**src/rtl/bus_pkg.sv**
```systemverilog
// rtl/bus_pkg.sv - shared widths, responder state encoding and error-count limit
package bus_pkg;

   localparam int ADDR_W_DEF = 8;
   localparam int DATA_W_DEF = 16;
   localparam logic [7:0] ERR_MAX = 8'd255;

   typedef enum logic [2:0] {
      IDLE    = 3'd0,
      ADDR    = 3'd1,
      WAIT    = 3'd2,
      ACK     = 3'd3,
      RELEASE = 3'd4
   } resp_state_t;

endpackage

```
**src/rtl/bus_resp_mem.sv**
```systemverilog
// rtl/bus_resp_mem.sv - responder register file, sync write / async read
module bus_resp_mem
   import bus_pkg::*;
#(
   parameter int ADDR_W = ADDR_W_DEF,
   parameter int DATA_W = DATA_W_DEF
) (
   input  logic              clk,
   input  logic              i_we,
   input  logic [ADDR_W-1:0] i_waddr,
   input  logic [DATA_W-1:0] i_wdata,
   input  logic [ADDR_W-1:0] i_raddr,
   output logic [DATA_W-1:0] o_rdata
);

   logic [DATA_W-1:0] r_mem [2**ADDR_W];

   // Read port sees the pre-edge contents, so a same-edge write is not forwarded.
   assign o_rdata = r_mem[i_raddr];

   always_ff @(posedge clk) begin
      if (i_we) begin
         r_mem[i_waddr] <= i_wdata;
      end
   end

endmodule

```
**src/rtl/bus_responder.sv**
```systemverilog
// rtl/bus_responder.sv - as/ds handshake target returning register-file words on data/da
module bus_responder
   import bus_pkg::*;
#(
   parameter int ADDR_W      = ADDR_W_DEF,
   parameter int DATA_W      = DATA_W_DEF,
   parameter int WAIT_CYCLES = 2
) (
   input  logic              clk,
   input  logic              rst,
   input  logic [ADDR_W-1:0] addr,
   input  logic              as,
   input  logic              rw,
   input  logic              ds,
   output logic              da,
   output logic [DATA_W-1:0] data,
   input  logic              load_en,
   input  logic [ADDR_W-1:0] load_addr,
   input  logic [DATA_W-1:0] load_data,
   output logic              busy,
   output logic [7:0]        err_cnt
);

   localparam logic [3:0] WAIT_LOAD = (WAIT_CYCLES == 0) ? 4'd0 : 4'(WAIT_CYCLES - 1);

   resp_state_t       r_state;
   resp_state_t       w_state_nxt;
   logic [3:0]        r_cnt;
   logic [3:0]        w_cnt_nxt;
   logic [ADDR_W-1:0] r_addr_q;
   logic              r_rw_q;
   logic              r_da;
   logic [DATA_W-1:0] r_data;
   logic              r_busy;
   logic [7:0]        r_err_cnt;
   logic              w_abort;
   logic              w_ack_enter;
   logic              w_ack_exit;
   logic              w_err_inc;
   logic [DATA_W-1:0] w_rdata;

   bus_resp_mem #(
      .ADDR_W (ADDR_W),
      .DATA_W (DATA_W)
   ) u_mem (
      .clk     (clk),
      .i_we    (load_en),
      .i_waddr (load_addr),
      .i_wdata (load_data),
      .i_raddr (r_addr_q),
      .o_rdata (w_rdata)
   );

   always_comb begin
      w_state_nxt = r_state;
      w_cnt_nxt   = r_cnt;
      w_abort     = 1'b0;
      w_ack_enter = 1'b0;
      w_ack_exit  = 1'b0;
      case (r_state)
         IDLE: begin
            if (as) w_state_nxt = ADDR;
         end
         ADDR: begin
            if (ds) begin
               if (WAIT_CYCLES == 0) begin
                  w_state_nxt = ACK;
                  w_ack_enter = 1'b1;
               end else begin
                  w_state_nxt = WAIT;
                  w_cnt_nxt   = WAIT_LOAD;
               end
            end else if (!as) begin
               w_state_nxt = IDLE;
               w_abort     = 1'b1;
            end
         end
         WAIT: begin
            if (!ds || !as) begin
               w_state_nxt = IDLE;
               w_abort     = 1'b1;
            end else if (r_cnt == 4'd0) begin
               w_state_nxt = ACK;
               w_ack_enter = 1'b1;
            end else begin
               w_cnt_nxt = r_cnt - 4'd1;
            end
         end
         ACK: begin
            // Only ds ends the data phase; as may already be low here.
            if (!ds) begin
               w_state_nxt = RELEASE;
               w_ack_exit  = 1'b1;
            end
         end
         RELEASE: begin
            if (!as) w_state_nxt = IDLE;
         end
         default: w_state_nxt = IDLE;
      endcase
   end

   assign w_err_inc = w_abort | (w_ack_enter & ~r_rw_q);

   always_ff @(posedge clk or posedge rst) begin
      if (rst) begin
         r_state   <= IDLE;
         r_cnt     <= 4'd0;
         r_addr_q  <= '0;
         r_rw_q    <= 1'b0;
         r_da      <= 1'b0;
         r_data    <= '0;
         r_busy    <= 1'b0;
         r_err_cnt <= 8'd0;
      end else begin
         r_state <= w_state_nxt;
         r_cnt   <= w_cnt_nxt;
         r_busy  <= (w_state_nxt != IDLE);
         if (r_state == IDLE && as) begin
            r_addr_q <= addr;
            r_rw_q   <= rw;
         end
         if (w_ack_enter) begin
            r_da   <= 1'b1;
            r_data <= r_rw_q ? w_rdata : '0;
         end else if (w_ack_exit) begin
            r_da   <= 1'b0;
            r_data <= '0;
         end
         if (w_err_inc && r_err_cnt != ERR_MAX) begin
            r_err_cnt <= r_err_cnt + 8'd1;
         end
      end
   end

   assign da      = r_da;
   assign data    = r_data;
   assign busy    = r_busy;
   assign err_cnt = r_err_cnt;

endmodule

```
**config.mk**
```make
export PLATFORM = sky130hd
export DESIGN_NAME = bus_responder
export DESIGN_NICKNAME = d
export VERILOG_FILES = /design/src/rtl/bus_pkg.sv /design/src/rtl/bus_resp_mem.sv /design/src/rtl/bus_responder.sv
export SDC_FILE = /design/constraint.sdc
export NUM_CORES = 2
export LEC_CHECK = 0
export ABC_AREA = 1
export CAP_MARGIN = 20
export CORE_AREA = 2 2 634 889
export DETAILED_ROUTE_END_ITERATION = 10
export DIE_AREA = 0 0 636 891
export SETUP_SLACK_MARGIN = 0.5
export SLEW_MARGIN = 20
export SYNTH_ARGS = -nofsm -noshare
export SYNTH_HDL_FRONTEND = slang
export SYNTH_SLANG_ARGS = --single-unit
```
**constraint.sdc**
```tcl
create_clock -name clk -period 2.13 [get_ports clk]
set_input_delay 0.426 -clock clk [delete_from_list [all_inputs] [get_ports clk]]
set_output_delay 0.426 -clock clk [all_outputs]
set_load 0.02 [all_outputs]
```
==> results by group <==
Status
  • Status: finished, violations left
  • Failing checks: setup timing

Floorplan
  • I/O pins: between 60 and 70
  • Core ar.: between 500000 and 600000 um2
  • Initial Utilization: 0.299
  • Die height: ~890 um
  • Row cnt: 325
  • Die W: between 600 and 700 um
  • Die ar.: 567000 um2

Global route
  • Antenna violations before repair: 10
  • First-pass GRT wire length: 777000 um
  • Pin count of the biggest net entering global routing: 85
  • GRT Total Usage: 0.184
  • Vias in the first global route: 109995
  • Grt ovf: 0

STA
  • Max-slew headroom: 0.555
  • Minimum clock period: around 2.8 ns
  • RSZ-0062 raised after global routing: yes
  • Count of pins over their slew limit: 0
  • Final setup fails: 19
  • Setup WS post-layout: -0.630 ns
  • Fmax achieved: between 0.3 and 0.4 GHz
  • Final setup TNS: -9.48 ns
  • Worst Tran Pin Value: around 0.67 ns
  • Final Cycle Share: 1.30
  • Final Skew: 0.0816 ns
  • Final hold viol count: 0

Synth
  • Synthesized instance count: ~14000
  • Synth Register Bits: about 4100
  • FFs w/ async S/R, synth: 0.0101
  • Ys Warns: 0
  • Synth Area in Compound Gates: 0.000666
  • Post-Synth Adder-Cell Area: 0.000225
  • Syn_area_per_cell: 12.0 um2
  • Number of synthesized flops with an enable pin: a little over 4000
  • Syn Nets: between 10000 and 15000
  • Cell variety after synth: 30
  • Most frequent cell after synthesis: nand2_1
  • Multiplexer area fraction after synthesis: 0.0000674
  • Commonest cells in the netlist: nand2_1 (4573), edfxtp_1 (4096), nand3_1 (3898)
  • Cell Area, Synth: 167000 um2
  • Register area share after synthesis: 0.742
  • Post-synthesis xor/xnor area fraction: 0.000419
  • Post-Synth Simple-Gate Area: 0.226
  • Main combinational cell family by area after synthesis: simple AND/OR/NAND/NOR gates
  • Post-synth top area cell: edfxtp_1
  • Main area contributors after synthesis: edfxtp_1 (74%), nand3_1 (12%), nand2_1 (10%)
  • Synth top area share: 0.736
  • Prevailing post-synth register cell: edfxtp_1

Flow run
  • Number of max-cap violations: 0

Clock tree
  • CTS max path bufs: 4
  • H-tree Lvls: 5
  • CTS Sinks: between 4000 and 5000
  • Clock buffer count from CTS: 377
  • Worst-Skew Late Latency: 1.00 ns
  • CTS tree: built
  • Clk root buf: clkbuf_16
  • Clock Pin Slew Worst Setup and Hold Paths: approximately 0.070 ns

Power and ir drop
  • Peak supply drop: about 1100 uV
  • PwrDens: 1320 nW/um2
  • Static Leak: between 70 and 80 nW

Route
  • Iter 0 DRT Violations: around 13000
  • Routed vias/inst: between 5 and 6
  • Post-DRT Antenna Nets: 0
  • Routed len/inst: ~24 um
  • Vias: around 120k
  • First-pass DRT Iterations: 6
  • Detailed-route wire length: between 500000 and 600000 um
  • DRC Markers: 0

Cells and area
  • Layout cells sized above 1: 0.200
  • Fin cells: approximately 23000
  • P&R area growth vs syn: 26.4%
  • Layout Nets: 14944

Setup path
  • Crit path max fanout: 14
  • Req. time, crit path: 3.02 ns
  • Crit start category: flop
  • Crit path arrival time: roughly 3.7 ns
  • Critical Path End Type: flop
  • Crit Path Category: flop to flop

Min path
  • Min-Delay Path Class: primary input to flop

Place
  • Placed cells: 21672
  • GP Congestion: ~0.91
  • Detail Placement HPWL: between 300000 and 400000 um
  • IO buf count: 63
==> stage by stage <==
step	area (um2)	total power (W)	hold WS, ns	util	worst slack, ns
finish	211000	0.279	0.108	0.379	-0.630
global route	211000	0.289	0.119	0.378	-0.656
CTS	206000	0.268	0.0604	0.369	-0.614
detailed placement	189000	0.188	0.473	0.338	-1.10
global placement	189000	0.187	0.472	0.338	-1.09
floorplan	168000	0.143	0.452	-	0.000433
==> final cells by class <==
class                           count  area [um2]
Tap cell                         7357        9210
Fill cell                       52161      347000
Multi-Input combinational cell   8805       43500
Clock buffer                      458        9890
Inverter                           56         299
Clock inverter                    222        2330
Timing Repair Buffer             1523       22000
Sequential cell                  4138      124000
Timing Repair inverter              2        41.3
Antenna cell                       13        32.5
==> worst max-delay path: stages, from the launching register on <==
cell and delay, ns:
dfrtp_4 0.58, buf_12 0.23, buf_16 0.19, buf_12 0.16
buf_16 0.16, nand2_1 0.06, nand3_1 0.14, nand3_4 0.16
nand3_1 0.14, nand3_2 0.10, nand2_2 0.08, buf_6 0.10
nand2_4 0.04, nand2_4 0.12, nand2_4 0.09, nand3_4 0.13
nand3_2 0.08, nand2_1 0.07
==> kinds of logic after synthesis <==
family,Yosys count
AND/OR/NAND/NOR,8773
AO/OA/AOI/OAI,20
multiplexers,1
flip-flops,4138
buffers and inverters,997
XOR/XNOR,8
adder cells (fa/ha/maj),3
==> state kept, by name, summed over array words and instances (netlist names) <==
name / count
busy: 1
da: 1
data: 16
err_cnt: 8
r_addr_q: 8
r_cnt: 4
r_rw_q: 1
r_state: 3
u_mem.r_mem: 4096
==> per-layer routing <==
metal,GRT usage,share of wire,up-vias
li1,-,-,51479
met2,0.319,0.50,5055
met5,0,0.000024,-
met1,0.218,0.37,57662
met3,0.0219,0.066,1119
met4,0.112,0.069,2
==> repair_timing <==
| item | CTS | global route |
|---|---|---|
| endpoints found under the setup margin | 695 | 2734 |
| gates cloned | 46 | 59 |
| hold buffers | 17 | 0 |
| pin swaps | 52 | 267 |
| resized for setup | 826 | 757 |
| setup buffers | 59 | 28 |
| hold endpoints to repair | 403 | 0 |
==> worst paths after layout <==
check                                   startpoint             endpoint  slack, ns  cells after the start
max                        r_addr_q[0]$_DFFE_PP0P_  data[1]$_DFFE_PP0P_      -0.63                     17
min                                             rw   r_rw_q$_DFFE_PP0P_       0.11                      3
max reg2reg                r_addr_q[0]$_DFFE_PP0P_  data[1]$_DFFE_PP0P_      -0.63                     17
min reg2reg                         da$_DFFE_PP0P_       da$_DFFE_PP0P_       0.51                      2
max in group asynchronous                      rst  data[9]$_DFFE_PP0P_       1.29                      4
min in group asynchronous                      rst       busy$_DFF_PP0_       0.43                      4
==> cell usage in the layout (no fill, tap or decap), types with 10 or more instances in the layout <==
master           instances
nand2_4                 91
clkbuf_16              437
nand2_2                178
diode_2                 13
clkinvlp_4              23
edfxtp_1              4096
clkinv_1                66
clkdlybuf4s50_1         20
buf_12                 545
nand2_1               4299
buf_8                   47
bufinv_16               41
buf_6                   95
clkinv_2                65
inv_1                   43
buf_4                  651
nor2_2                  47
nand3_1               3279
nor2_1                 210
clkbuf_1                74
buf_16                  74
o21ai_0                 11
nand3_4                 89
nor2_4                  42
bufbuf_16               20
dfrtp_1                 31
dlygate4sd3_1           17
nand3_2                530
clkinv_4                10
==> report_power, final <==
group          switching [W]  internal, W  total (W)
sequential          0.000578       0.0899     0.0905
combinational         0.0762       0.0434      0.120
clock                 0.0308       0.0382     0.0689
total                  0.108        0.172      0.279
(Power assumes the default switching activity.)
